==> src/rtl/mem_arbiter.sv <==
// mem_arbiter: two-port round-robin arbiter sharing one single-ported data
// memory between instruction fetch (port 0) and load/store (port 1).
// Issues one memory command per grant. Tracks the single outstanding read
// through RD_LAT cycles, then returns its data to the port that issued it.
//
// Ports
//   clk, reset                     clock, async active-high reset
//   pN_req/we/addr/wdata  (in)     request from port N, held until pN_gnt
//   pN_gnt                (out)    combinational grant
//   pN_rvalid/rdata       (out)    read return strobe and data (0 when idle)
//   mem_addr/wr_en/rd_en/wdata     command to memory, 0 when nothing granted
//   mem_rdata             (in)     memory read data, RD_LAT cycles after issue
//   busy                  (out)    grants blocked by an in-flight read
module mem_arbiter #(
  parameter int AW     = 32,
  parameter int DW     = 32,
  parameter int RD_LAT = 1    // 1..4
) (
  input  logic          clk,
  input  logic          reset,
  input  logic          p0_req,
  input  logic          p0_we,
  input  logic [AW-1:0] p0_addr,
  input  logic [DW-1:0] p0_wdata,
  input  logic          p1_req,
  input  logic          p1_we,
  input  logic [AW-1:0] p1_addr,
  input  logic [DW-1:0] p1_wdata,
  output logic          p0_gnt,
  output logic          p1_gnt,
  output logic          p0_rvalid,
  output logic          p1_rvalid,
  output logic [DW-1:0] p0_rdata,
  output logic [DW-1:0] p1_rdata,
  output logic [AW-1:0] mem_addr,
  output logic          mem_wr_en,
  output logic          mem_rd_en,
  output logic [DW-1:0] mem_wdata,
  input  logic [DW-1:0] mem_rdata,
  output logic          busy
);

  localparam logic [2:0] LAT = 3'(RD_LAT);

  logic       last_q, last_d;
  logic [2:0] cnt_q, cnt_d;
  logic       owner_q, owner_d;

  logic          can_gnt, any_gnt, win, win_we;
  logic [AW-1:0] win_addr;
  logic [DW-1:0] win_wdata;
  logic          ret;
  logic [1:0]    rv;
  logic [1:0][DW-1:0] rd;

  // cnt == 1 is the return cycle of the in-flight read; arbitration is
  // already open there so a new command overlaps the returning data.
  assign can_gnt = ~reset & (cnt_q <= 3'd1);
  assign busy    = ~reset & (cnt_q > 3'd1);

  // Contention goes to the port that was not granted last.
  assign p0_gnt  = can_gnt & p0_req & (~p1_req | last_q);
  assign p1_gnt  = can_gnt & p1_req & (~p0_req | ~last_q);
  assign any_gnt = p0_gnt | p1_gnt;
  assign win     = p1_gnt;

  assign win_we    = win ? p1_we    : p0_we;
  assign win_addr  = win ? p1_addr  : p0_addr;
  assign win_wdata = win ? p1_wdata : p0_wdata;

  assign mem_addr  = any_gnt ? win_addr  : '0;
  assign mem_wdata = any_gnt ? win_wdata : '0;
  assign mem_wr_en = any_gnt &  win_we;
  assign mem_rd_en = any_gnt & ~win_we;

  // Read return steering, one slice per port.
  assign ret = ~reset & (cnt_q == 3'd1);
  for (genvar i = 0; i < 2; i++) begin : g_ret
    assign rv[i] = ret & (owner_q == 1'(i));
    assign rd[i] = rv[i] ? mem_rdata : '0;
  end
  assign p0_rvalid = rv[0];
  assign p1_rvalid = rv[1];
  assign p0_rdata  = rd[0];
  assign p1_rdata  = rd[1];

  always_comb begin
    last_d  = last_q;
    cnt_d   = cnt_q;
    owner_d = owner_q;
    if (cnt_q != 3'd0) cnt_d = cnt_q - 3'd1;
    if (any_gnt) begin
      last_d = win;
      // Writes finish in the grant cycle and leave the countdown alone.
      if (!win_we) begin
        cnt_d   = LAT;
        owner_d = win;
      end
    end
  end

  always_ff @(posedge clk or posedge reset) begin
    if (reset) begin
      last_q  <= 1'b1;
      cnt_q   <= 3'd0;
      owner_q <= 1'b0;
    end else begin
      last_q  <= last_d;
      cnt_q   <= cnt_d;
      owner_q <= owner_d;
    end
  end

endmodule
==> config.mk <==
export PLATFORM = sky130hd
export DESIGN_NAME = mem_arbiter
export DESIGN_NICKNAME = d
export VERILOG_FILES = /design/src/rtl/mem_arbiter.sv
export SDC_FILE = /design/constraint.sdc
export NUM_CORES = 1
export LEC_CHECK = 0
export ABC_CLOCK_PERIOD_IN_PS = 2000
export BUFFER_PORTS_ARGS = -buffer_cell sky130_fd_sc_hd__clkbuf_2
export CORE_AREA = 2 2 118 120
export CTS_BUF_LIST = sky130_fd_sc_hd__clkbuf_4 sky130_fd_sc_hd__clkbuf_8
export CTS_CLUSTER_SIZE = 14
export DETAILED_ROUTE_END_ITERATION = 10
export DIE_AREA = 0 0 120 122
export HOLD_SLACK_MARGIN = 0.02
export PLACE_DENSITY_LB_ADDON = 0.1
export SYNTH_ARGS = -nofsm -noshare
export SYNTH_HDL_FRONTEND = slang
export SYNTH_SLANG_ARGS = --single-unit
==> constraint.sdc <==
create_clock -name clk -period 2 [get_ports clk]
set_input_delay 0 -clock clk [delete_from_list [all_inputs] [get_ports clk]]
set_output_delay 0 -clock clk [all_outputs]
set_load 0.05 [all_outputs]
Word-level counts from Yosys, hierarchy flattened
Index checks and enable logic that the tools add are counted.
{"block": "word_totals", "ff_bits": 5, "in_bits": 166, "wordCells": 39}
{"block": "op_classes", "n_addsub": 1, "order_cmp": 2, "n_eq_ne": 1, "mux": 10, "bitwise": 20, "reduce_logical": 2}
{"cell": "$mux W32", "count": 6}
{"cell": "$and A1 B1 Y1", "count": 11}
{"cell": "$mux W3", "count": 3}
{"cell": "$not A1 Y1", "count": 6}
{"cell": "$eq A3 B1 Y1 const B", "count": 1}
{"cell": "$gt A3 B1 Y1 const B", "count": 1}
{"cell": "$le A3 B1 Y1 const B", "count": 1}
{"cell": "$or A1 B1 Y1", "count": 3}
{"cell": "$reduce_bool A3 Y1", "count": 1}
{"cell": "$sub A3 B1 Y3 const B", "count": 1}
{"cell": "$reduce_and A2 Y1", "count": 1}
{"cell": "$mux W1", "count": 1}

Logic depth before layout (Yosys ltp)
Gate-level depths: netlist of the first run.
{"block": "depth", "word_depth": 7, "ltp_mapped": 7}

Worst setup path before layout of the first run
Ideal clock, no wire load.
{"block": "synth_path", "kind": "reg-to-output", "startpoint": "register cnt_q[1]", "endpoint": "output port mem_wdata[10]", "arrival_time_ps": 2030, "path_slack_ps": -30, "stages_incl_launch_ff": 8, "n_path_buf": 2, "cell_sequence": "dfrtp_1 > inv_1 > ha_1 > o21bai_1 > nand2_1 > buf_2 > buf_4 > a21oi_1"}
{"block": "synth_via", "elab_chain_cells": 6, "elab_cells_between_ends": 9}
{"item": "start: declaration", "line_no": "46", "rtl": "logic [2:0] cnt_q, cnt_d;"}
{"item": "start signal: assignment", "line_no": "109", "rtl": "cnt_q <= cnt_d;"}
{"item": "$le A3 B1 Y1 *", "line_no": "58", "rtl": "assign can_gnt = ~reset & (cnt_q <= 3'd1);"}
{"item": "$and A1 B1 Y1 *", "line_no": "58"}
{"item": "$and A1 B1 Y1, on equally long branches (2 in series)", "line_no": "63, 62"}
{"item": "$mux W32 / $or A1 B1 Y1 (equally long branches)", "line_no": "69, 64"}
{"item": "$mux W32 *", "line_no": "72", "rtl": "assign mem_wdata = any_gnt ? win_wdata : '0;"}
{"item": "end: declaration", "line_no": "38", "rtl": "output logic [DW-1:0] mem_wdata,"}
Mark *: on every way between the ends. The rest lies on a longest branch, timed or not.

Worst setup path in the final report of the first run
{"block": "layout_path", "startpoint": "register cnt_q[1]", "endpoint": "output port mem_wdata[19]"}
Same word-level chain as after synthesis.

==> run_summary.xml, run 1 <==
<?xml version="1.0" encoding="UTF-8"?>
<metrics>
  <group name="sta">
    <metric name="final.setup.worst_slack" unit="ns">0.0917</metric>
    <metric name="finalHoldViolations" unit="">0</metric>
    <metric name="timing_worst_slew_pin_value" unit="ns">0.401</metric>
    <metric name="finalClockSkew" unit="ns">0.000861</metric>
    <metric name="slew_headroom" unit="">0.732</metric>
    <metric name="period_share" unit="">0.954</metric>
    <metric name="fin_tns_setup" unit="ns">0</metric>
    <metric name="timing.fmax" unit="MHz">524</metric>
    <metric name="final_period_minus_worst_setup_slack" unit="ns">1.91</metric>
    <metric name="timing.final.setup_violations" unit="">0</metric>
    <metric name="drv_slew" unit="">0</metric>
  </group>
  <group name="setup_path">
    <metric name="reg2reg_depth" unit="">4</metric>
    <metric name="start_kind" unit="">flip-flop</metric>
    <metric name="timing.critical_path.slowest_cell_delay" unit="ns">0.40</metric>
    <metric name="critical_path_depth" unit="">7</metric>
    <metric name="crit_path_cell_trace" unit="">inv_1 &gt; ha_2 &gt; o21bai_1 &gt; nand2_2 &gt; buf_6 &gt; a21oi_1 &gt; clkbuf_2</metric>
    <metric name="critPathSlowestCell" unit="">dfrtp_1</metric>
    <metric name="setup.worst_path.class" unit="">flip-flop to output port</metric>
    <metric name="crit_arrival" unit="ns">1.91</metric>
    <metric name="critPathMaxFanout" unit="">32</metric>
    <metric name="sum_of_buffers_and_inverters_on_the_critical_path" unit="">3</metric>
    <metric name="cp_top_family" unit="">buffers and inverters</metric>
    <metric name="cp_endpoint_kind" unit="">output port</metric>
    <metric name="timing.critical_path.required" unit="ns">2.00</metric>
  </group>
  <group name="floorplanning">
    <metric name="pin_count" unit="">301</metric>
    <metric name="start_util" unit="">0.181</metric>
    <metric name="floorplan.die_area" unit="µm²">14600</metric>
    <metric name="core_area" unit="µm²">13500</metric>
    <metric name="rows" unit="">43</metric>
    <metric name="die-height" unit="µm">122</metric>
    <metric name="fp.dieW" unit="µm">120</metric>
  </group>
  <group name="logic_synthesis">
    <metric name="yosysMostFrequentCell" unit="">nand2_1</metric>
    <metric name="yosys.area.top_type_share" unit="">0.199</metric>
    <metric name="synth_top_cell_by_area" unit="">a21o_1</metric>
    <metric name="syn-mean-instance-area" unit="µm²">5.84</metric>
    <metric name="synthesis.yosys.warnings" unit="">0</metric>
    <metric name="yosys-top-cells-count" unit="">nand2_1 (68), a21oi_1 (66), a21o_1 (65), nand3_1 (65), and2_1 (64)</metric>
    <metric name="synth_sequential_area_ratio" unit="">0.0517</metric>
    <metric name="synth.ff_latch_count" unit="">5</metric>
    <metric name="synth_top_cells_by_area" unit="">a21o_1 (20%), and2_1 (16%), a21oi_1 (14%)</metric>
    <metric name="post_synth_instance_area" unit="µm²">2450</metric>
    <metric name="synthesis.nets" unit="">588</metric>
    <metric name="netlist-cell-type-count" unit="">32</metric>
    <metric name="synth_ff_type" unit="">dfrtp_1</metric>
    <metric name="post_syn_instances" unit="">419</metric>
    <metric name="synth-edff-count" unit="">0</metric>
    <metric name="synth_async_sr_flop_share" unit="">1.00</metric>
  </group>
  <group name="min_path">
    <metric name="hold_class" unit="">input pin to flip-flop</metric>
    <metric name="hold-path-cell-count" unit="">4</metric>
  </group>
  <group name="placed_design">
    <metric name="dpl_cell_area" unit="µm²">4310</metric>
    <metric name="hpwlAfterDp" unit="mm">9.53</metric>
    <metric name="total_placed_cells_including_tap_cells" unit="">862</metric>
    <metric name="port_buffers" unit="">300</metric>
    <metric name="placer_s_final_routability_congestion_estimate" unit="">0.747</metric>
    <metric name="preCtsSetupSlack" unit="ns">0.232</metric>
  </group>
  <group name="global_routing">
    <metric name="wire_length_of_the_first_global_routing_pass" unit="mm">17.4</metric>
    <metric name="number_of_global_route_vias_before_repair" unit="">3495</metric>
    <metric name="grt_usage" unit="">0.144</metric>
    <metric name="largest_net_degree_at_the_start_of_global_routing" unit="">58</metric>
    <metric name="antenna_found_initial" unit="">1</metric>
    <metric name="grt_remaining_overflow" unit="">0</metric>
  </group>
  <group name="routing">
    <metric name="route.antenna.remaining_nets" unit="">0</metric>
    <metric name="initialDrtViolationCount" unit="">129</metric>
    <metric name="detail_route.drc_violations" unit="">0</metric>
    <metric name="drt-pass1-iter-count" unit="">4</metric>
    <metric name="routedWlPerCell" unit="µm">13.6</metric>
    <metric name="sum_of_routed_wire_length_over_all_layers" unit="mm">11.9</metric>
    <metric name="post_drt_via_cell_ratio" unit="">4.50</metric>
    <metric name="vias" unit="">3920</metric>
  </group>
  <group name="power_and_ir_drop">
    <metric name="p_leak" unit="nW">2.46</metric>
    <metric name="peakVddDrop" unit="µV">283</metric>
    <metric name="power_density" unit="nW/µm²">773</metric>
  </group>
  <group name="clock_tree">
    <metric name="clkLatencyLatePin" unit="ns">0.22</metric>
    <metric name="worst_setup_hold_path_clk_slew" unit="ns">0.03</metric>
    <metric name="clk_path_buf_depth" unit="">2</metric>
    <metric name="h-tree-depth" unit="">1</metric>
    <metric name="clock_sink_count" unit="">5</metric>
    <metric name="cts_made_buffers" unit="">3</metric>
    <metric name="cts_tree" unit="">yes</metric>
    <metric name="cts-root-buf" unit="">clkbuf_8</metric>
  </group>
  <group name="layout">
    <metric name="post_route_cells_drive_above_1_share" unit="">0.488</metric>
    <metric name="syn2layout_area_growth" unit="%">83.5</metric>
    <metric name="finalNonFillerCells" unit="">871</metric>
    <metric name="layout.core_utilization" unit="">0.332</metric>
    <metric name="nNetsFinal" unit="">861</metric>
    <metric name="antennaDiodeCount" unit="">0</metric>
    <metric name="layout.cell_area.non_filler" unit="µm²">4490</metric>
  </group>
  <group name="run_status">
    <metric name="outcome" unit="">finished, final reports clean</metric>
  </group>
  <group name="flow_run">
    <metric name="drv_cap" unit="">0</metric>
  </group>
</metrics>
per-stage QoR:
stage / total power, mW / hold slack, ns
after global routing: 3.71 / 0.229
after floorplan: 2.35 / -0.222
after CTS: 3.41 / 0.200
final: 3.47 / 0.206
after global placement: 3.18 / 0.0355
after detailed placement: 3.18 / 0.0297
what timing repair did:
item	in CTS	in global routing
pin swaps	0	1
buffers inserted	0	4
hold buffers	1	0
gates resized for setup	13	48
endpoints found under the setup margin	14	97
hold endpoints to repair	4	0
area by class of cell:
| type | count | area, µm² |
|---|---|---|
| Sequential cell | 5 | 126 |
| Tap cell | 180 | 225 |
| Fill cell | 1523 | 9010 |
| Inverter | 4 | 15.0 |
| Multi-Input combinational cell | 358 | 2070 |
| Timing Repair Buffer | 320 | 2000 |
| Clock buffer | 4 | 48.8 |
sequential cells by signal, indices dropped and copies added, names as in the netlist:
register	count
cnt_q	3
last_q	1
owner_q	1
layout by cell type (no fill, tap or decap):
master,count
nor2_1,6
a32o_1,1
inv_1,4
nand2_2,1
dlygate4sd3_1,1
buf_4,18
clkbuf_8,3
nand2b_4,1
nor2_4,1
a221oi_2,1
o21bai_1,1
clkbuf_2,251
dfrtp_1,4
a32oi_1,1
buf_2,9
buf_12,19
nand2b_1,1
a31oi_1,4
a21o_1,65
nand2_1,67
ha_1,2
nand3_1,65
nor2b_1,1
nor4b_4,1
xnor2_1,1
a21oi_1,60
dfstp_2,1
ha_2,1
and2_1,64
o21ba_2,1
o21ai_0,1
clkbuf_4,21
buf_6,2
o41ai_1,1
nor3_1,1
mux2i_1,1
and3_1,2
a21oi_2,6
routing by layer:
metal / share of wire / wire length, µm / track usage
met1: 0.38 / 4560 / 0.161
met2: 0.52 / 6140 / 0.280
met3: 0.091 / 1070 / 0.0360
met4: 0.0057 / 68 / 0.0221
met5: 0.0011 / 13 / 0
logic make-up (layout without fill, tap and decap cells):
group / count (synthesis) / in the layout / share of synthesized area
flip-flops: 5 / 5 / 0.0517
AO/OA/AOI/OAI: 142 / 142 / 0.371
buffers and inverters: 56 / 328 / 0.115
adder cells (fa/ha/maj): 3 / 3 / 0.0153
XOR/XNOR: 1 / 1 / 0.00358
multiplexers: 1 / 1 / 0.00409
AND/OR/NAND/NOR: 211 / 211 / 0.439
final timing paths:
path / startpoint / slack (ns) / end
max: cnt_q[1] / 0.09 / mem_wdata[19]
min: p1_we / 0.21 / owner_q
max reg2reg: last_q / 0.48 / cnt_q[1]
min reg2reg: last_q / 0.56 / last_q
max in group asynchronous: reset / 1.40 / last_q
min in group asynchronous: reset / 0.35 / owner_q
worst register-to-register path: stages, from the launching register on:
cell and delay (ns):
dfstp_2 0.56, nand2b_4 0.25, buf_12 0.25, a32o_1 0.26, a221oi_2 0.08
where the power goes:
| part | leakage (nW) | internal (mW) | switching, mW | total, mW |
|---|---|---|---|---|
| combinational | 2.37 | 0.998 | 2.03 | 3.03 |
| sequential | 0.0597 | 0.159 | 0.0810 | 0.240 |
| clock | 0.0262 | 0.150 | 0.0477 | 0.198 |
Power figures use the tool's default switching activity.
==> run 2, diff against run 1 <==
--- a/config.mk
+++ b/config.mk
@@ -5,6 +5,7 @@
 export SDC_FILE = /design/constraint.sdc
 export NUM_CORES = 1
 export LEC_CHECK = 0
+export ABC_AREA = 1
 export ABC_CLOCK_PERIOD_IN_PS = 2000
 export BUFFER_PORTS_ARGS = -buffer_cell sky130_fd_sc_hd__clkbuf_2
 export CORE_AREA = 2 2 118 120
==> run_summary.xml, run 2 <==
<?xml version="1.0" encoding="UTF-8"?>
<metrics>
  <group name="routing">
    <metric name="post_drt_via_cell_ratio" unit="">4.08</metric>
    <metric name="routedWlPerCell" unit="µm">15.5</metric>
    <metric name="sum_of_routed_wire_length_over_all_layers" unit="mm">13.4</metric>
    <metric name="initialDrtViolationCount" unit="">57</metric>
    <metric name="vias" unit="">3520</metric>
    <metric name="route.antenna.remaining_nets" unit="">0</metric>
    <metric name="detail_route.drc_violations" unit="">0</metric>
    <metric name="drt-pass1-iter-count" unit="">4</metric>
  </group>
  <group name="floorplanning">
    <metric name="core_area" unit="µm²">13500</metric>
    <metric name="fp.dieW" unit="µm">120</metric>
    <metric name="die-height" unit="µm">122</metric>
    <metric name="pin_count" unit="">301</metric>
    <metric name="start_util" unit="">0.144</metric>
    <metric name="floorplan.die_area" unit="µm²">14600</metric>
    <metric name="rows" unit="">43</metric>
  </group>
  <group name="layout">
    <metric name="post_route_cells_drive_above_1_share" unit="">0.686</metric>
    <metric name="num-fill-cells" unit="">1408</metric>
    <metric name="mostFrequentLayoutCell" unit="">clkbuf_2</metric>
    <metric name="multi_input_gate_area" unit="µm²">1810</metric>
    <metric name="antennaDiodeCount" unit="">0</metric>
    <metric name="finalNonFillerCells" unit="">862</metric>
    <metric name="combined_flip_flop_and_latch_cell_area" unit="µm²">126</metric>
    <metric name="largest_reg_flops" unit="">3</metric>
    <metric name="regMostFlops" unit="">cnt_q</metric>
    <metric name="nNetsFinal" unit="">852</metric>
    <metric name="layout.cell_area.non_filler" unit="µm²">5150</metric>
    <metric name="biggestRegsByFlops" unit="">cnt_q x3, last_q x1, owner_q x1</metric>
    <metric name="mostFrequentLayoutCells" unit="">clkbuf_2 (233), nand2_1 (87), nor2_1 (68), a21oi_2 (50), inv_1 (44)</metric>
    <metric name="syn2layout_area_growth" unit="%">166</metric>
  </group>
  <group name="global_routing">
    <metric name="number_of_global_route_vias_before_repair" unit="">3322</metric>
    <metric name="antenna_found_initial" unit="">0</metric>
    <metric name="grt_usage" unit="">0.142</metric>
    <metric name="grt_remaining_overflow" unit="">0</metric>
    <metric name="largest_net_degree_at_the_start_of_global_routing" unit="">33</metric>
    <metric name="wire_length_of_the_first_global_routing_pass" unit="mm">16.5</metric>
  </group>
  <group name="setup_path">
    <metric name="setup.worst_path.class" unit="">flip-flop to output port</metric>
    <metric name="crit_arrival" unit="ns">1.98</metric>
    <metric name="timing.critical_path.required" unit="ns">2.00</metric>
    <metric name="critPathMaxFanout" unit="">7</metric>
    <metric name="reg2reg_slack" unit="ns">0.24</metric>
    <metric name="cp_endpoint_kind" unit="">output port</metric>
    <metric name="start_kind" unit="">flip-flop</metric>
  </group>
  <group name="logic_synthesis">
    <metric name="netlist-cell-type-count" unit="">23</metric>
    <metric name="synth.ff_latch_count" unit="">5</metric>
    <metric name="yosys.area.top_type_share" unit="">0.265</metric>
    <metric name="yosysMostFrequentCell" unit="">nand2_1</metric>
    <metric name="synth-edff-count" unit="">0</metric>
    <metric name="synth_top_cell_by_area" unit="">nand2_1</metric>
    <metric name="post_syn_instances" unit="">369</metric>
    <metric name="yosys-top-cells-count" unit="">nand2_1 (137), nor2_1 (71), a21oi_2 (50)</metric>
    <metric name="synth_top_cells_by_area" unit="">nand2_1 (27%), a21oi_2 (23%), nor2_1 (14%)</metric>
    <metric name="synthesis.yosys.warnings" unit="">0</metric>
    <metric name="synth_sequential_area_ratio" unit="">0.0652</metric>
    <metric name="synth_async_sr_flop_share" unit="">1.00</metric>
    <metric name="post_synth_instance_area" unit="µm²">1940</metric>
    <metric name="synth_ff_type" unit="">dfrtp_1</metric>
    <metric name="synthesis.nets" unit="">538</metric>
    <metric name="syn-mean-instance-area" unit="µm²">5.25</metric>
  </group>
  <group name="placed_design">
    <metric name="placer_s_final_routability_congestion_estimate" unit="">0.724</metric>
    <metric name="dpl_cell_area" unit="µm²">3850</metric>
    <metric name="total_placed_cells_including_tap_cells" unit="">832</metric>
    <metric name="port_buffers" unit="">300</metric>
    <metric name="hpwlAfterDp" unit="mm">8.46</metric>
  </group>
  <group name="power_and_ir_drop">
    <metric name="power_density" unit="nW/µm²">961</metric>
    <metric name="power_frac_seq" unit="">0.044</metric>
    <metric name="peakVddDrop" unit="µV">457</metric>
    <metric name="p_leak" unit="nW">2.76</metric>
    <metric name="pwr-share-clk" unit="">0.041</metric>
    <metric name="netSwitchingPower" unit="mW">2.96</metric>
    <metric name="netSwitchingFraction" unit="">0.598</metric>
    <metric name="combinationalPowerShare" unit="">0.915</metric>
    <metric name="internal_power" unit="mW">1.99</metric>
  </group>
  <group name="clock_tree">
    <metric name="cts_tree" unit="">yes</metric>
    <metric name="clock_sink_count" unit="">5</metric>
    <metric name="cts-root-buf" unit="">clkbuf_8</metric>
    <metric name="clkLatencyLatePin" unit="ns">0.22</metric>
    <metric name="cts_made_buffers" unit="">3</metric>
    <metric name="clk_path_buf_depth" unit="">2</metric>
    <metric name="worst_setup_hold_path_clk_slew" unit="ns">0.04</metric>
    <metric name="h-tree-depth" unit="">1</metric>
  </group>
  <group name="sta">
    <metric name="final_period_minus_worst_setup_slack" unit="ns">1.98</metric>
    <metric name="finalClockSkew" unit="ns">0.000316</metric>
    <metric name="worst_hold_slack" unit="ns">0.171</metric>
    <metric name="timing_worst_slew_pin_value" unit="ns">0.335</metric>
    <metric name="timing.final.setup_violations" unit="">0</metric>
    <metric name="period_share" unit="">0.990</metric>
    <metric name="setup_repair_after_global_routing_missed_its_margin" unit="">true</metric>
    <metric name="timing.fmax" unit="MHz">505</metric>
    <metric name="finalHoldViolations" unit="">0</metric>
    <metric name="drv_slew" unit="">0</metric>
    <metric name="slew_headroom" unit="">0.777</metric>
  </group>
  <group name="run_status">
    <metric name="outcome" unit="">finished, final reports clean</metric>
  </group>
  <group name="flow_run">
    <metric name="drv_cap" unit="">0</metric>
  </group>
  <group name="min_path">
    <metric name="hold_class" unit="">input pin to flip-flop</metric>
  </group>
</metrics>
run 2: cell count changes in the layout (fill, tap and decap cells not counted), sizes merged, moves of 4 or more:
cell | previous run | this run
nand2 | 68 | 137
a21o | 65 | 0
nor2 | 7 | 72
and2 | 64 | 0
nand3 | 65 | 3
buf | 48 | 92
inv | 4 | 47
clkbuf | 275 | 247
a31oi | 4 | 0
run 2: layout make-up:
class / count / area share
timing repair buffer: 336 / 0.530
clock buffer: 4 / 0.00948
sequential: 5 / 0.0246
multi-input combinational: 289 / 0.351
tap: 180 / 0.0438
inverter: 48 / 0.0416
run 2: critical path: stages (launching register included):
cell	delay [ns]
dfrtp_1	0.41
ha_4	0.18
o21bai_4	0.20
nand3_4	0.10
buf_12	0.16
buf_12	0.15
clkbuf_16	0.17
nand2_2	0.06
a21oi_2	0.16
buf_8	0.16
run 2: power groups by stage:
stage	Combinational (mW)	Sequential, mW	Clock (mW)
finish	4.53	0.215	0.204
global route	4.77	0.225	0.217
CTS	3.78	0.209	0.207
detailed placement	3.41	0.218	0
global placement	3.41	0.212	0
floorplan	2.49	0.210	0
run 2: per-layer routing:
layer  global-route usage  wire, µm  up-vias  share of wire
li1                     -         -     1750              -
met1                0.148      4860     1570           0.36
met2                0.297      7540      191           0.56
met3               0.0206       877        9          0.066
met4               0.0272        90        0         0.0067
met5                    0         0        -              0
run 2: repair_timing:
item | 4_1_cts | 5_1_grt
hold endpoints to repair | 5 | 0
hold buffers | 1 | 0
buffers inserted | 4 | 6
endpoints found under the setup margin | 63 | 66
cloned | 3 | 12
gates resized for setup | 81 | 187
pin swaps | 1 | 59
run 2: final timing paths:
path,from,to,cells after the start
max in group asynchronous,reset,last_q,3
max reg2reg,cnt_q[0],owner_q,10
min in group asynchronous,reset,cnt_q[2],3
min,p1_we,owner_q,4
max,cnt_q[0],mem_addr[0],9
min reg2reg,owner_q,owner_q,2
run 2: through the flow:
| step | TNS [ns] | total power, mW | worst slack (ns) | util |
|---|---|---|---|---|
| after floorplan | -13.00 | 2.70 | -0.214 | - |
| after global placement | 0 | 3.62 | 0.114 | 0.285 |
| after detailed placement | 0 | 3.63 | 0.109 | 0.285 |
| after CTS | -0.0522 | 4.20 | -0.0260 | 0.319 |
| after global routing | -2.28 | 5.21 | -0.0748 | 0.381 |
| final | 0 | 4.94 | 0.0194 | 0.381 |
run 2: cells by family (layout without fill, tap and decap cells):
family          after synthesis  count (layout)  share of synthesized area
compound gates               70              70                      0.292
fa+ha+maj                     3               3                     0.0194
xor+xnor                      1               1                    0.00452
simple gates                214             214                      0.429
mux                           1               1                    0.00516
buf+inv                      75             388                      0.185
flops                         5               5                     0.0652
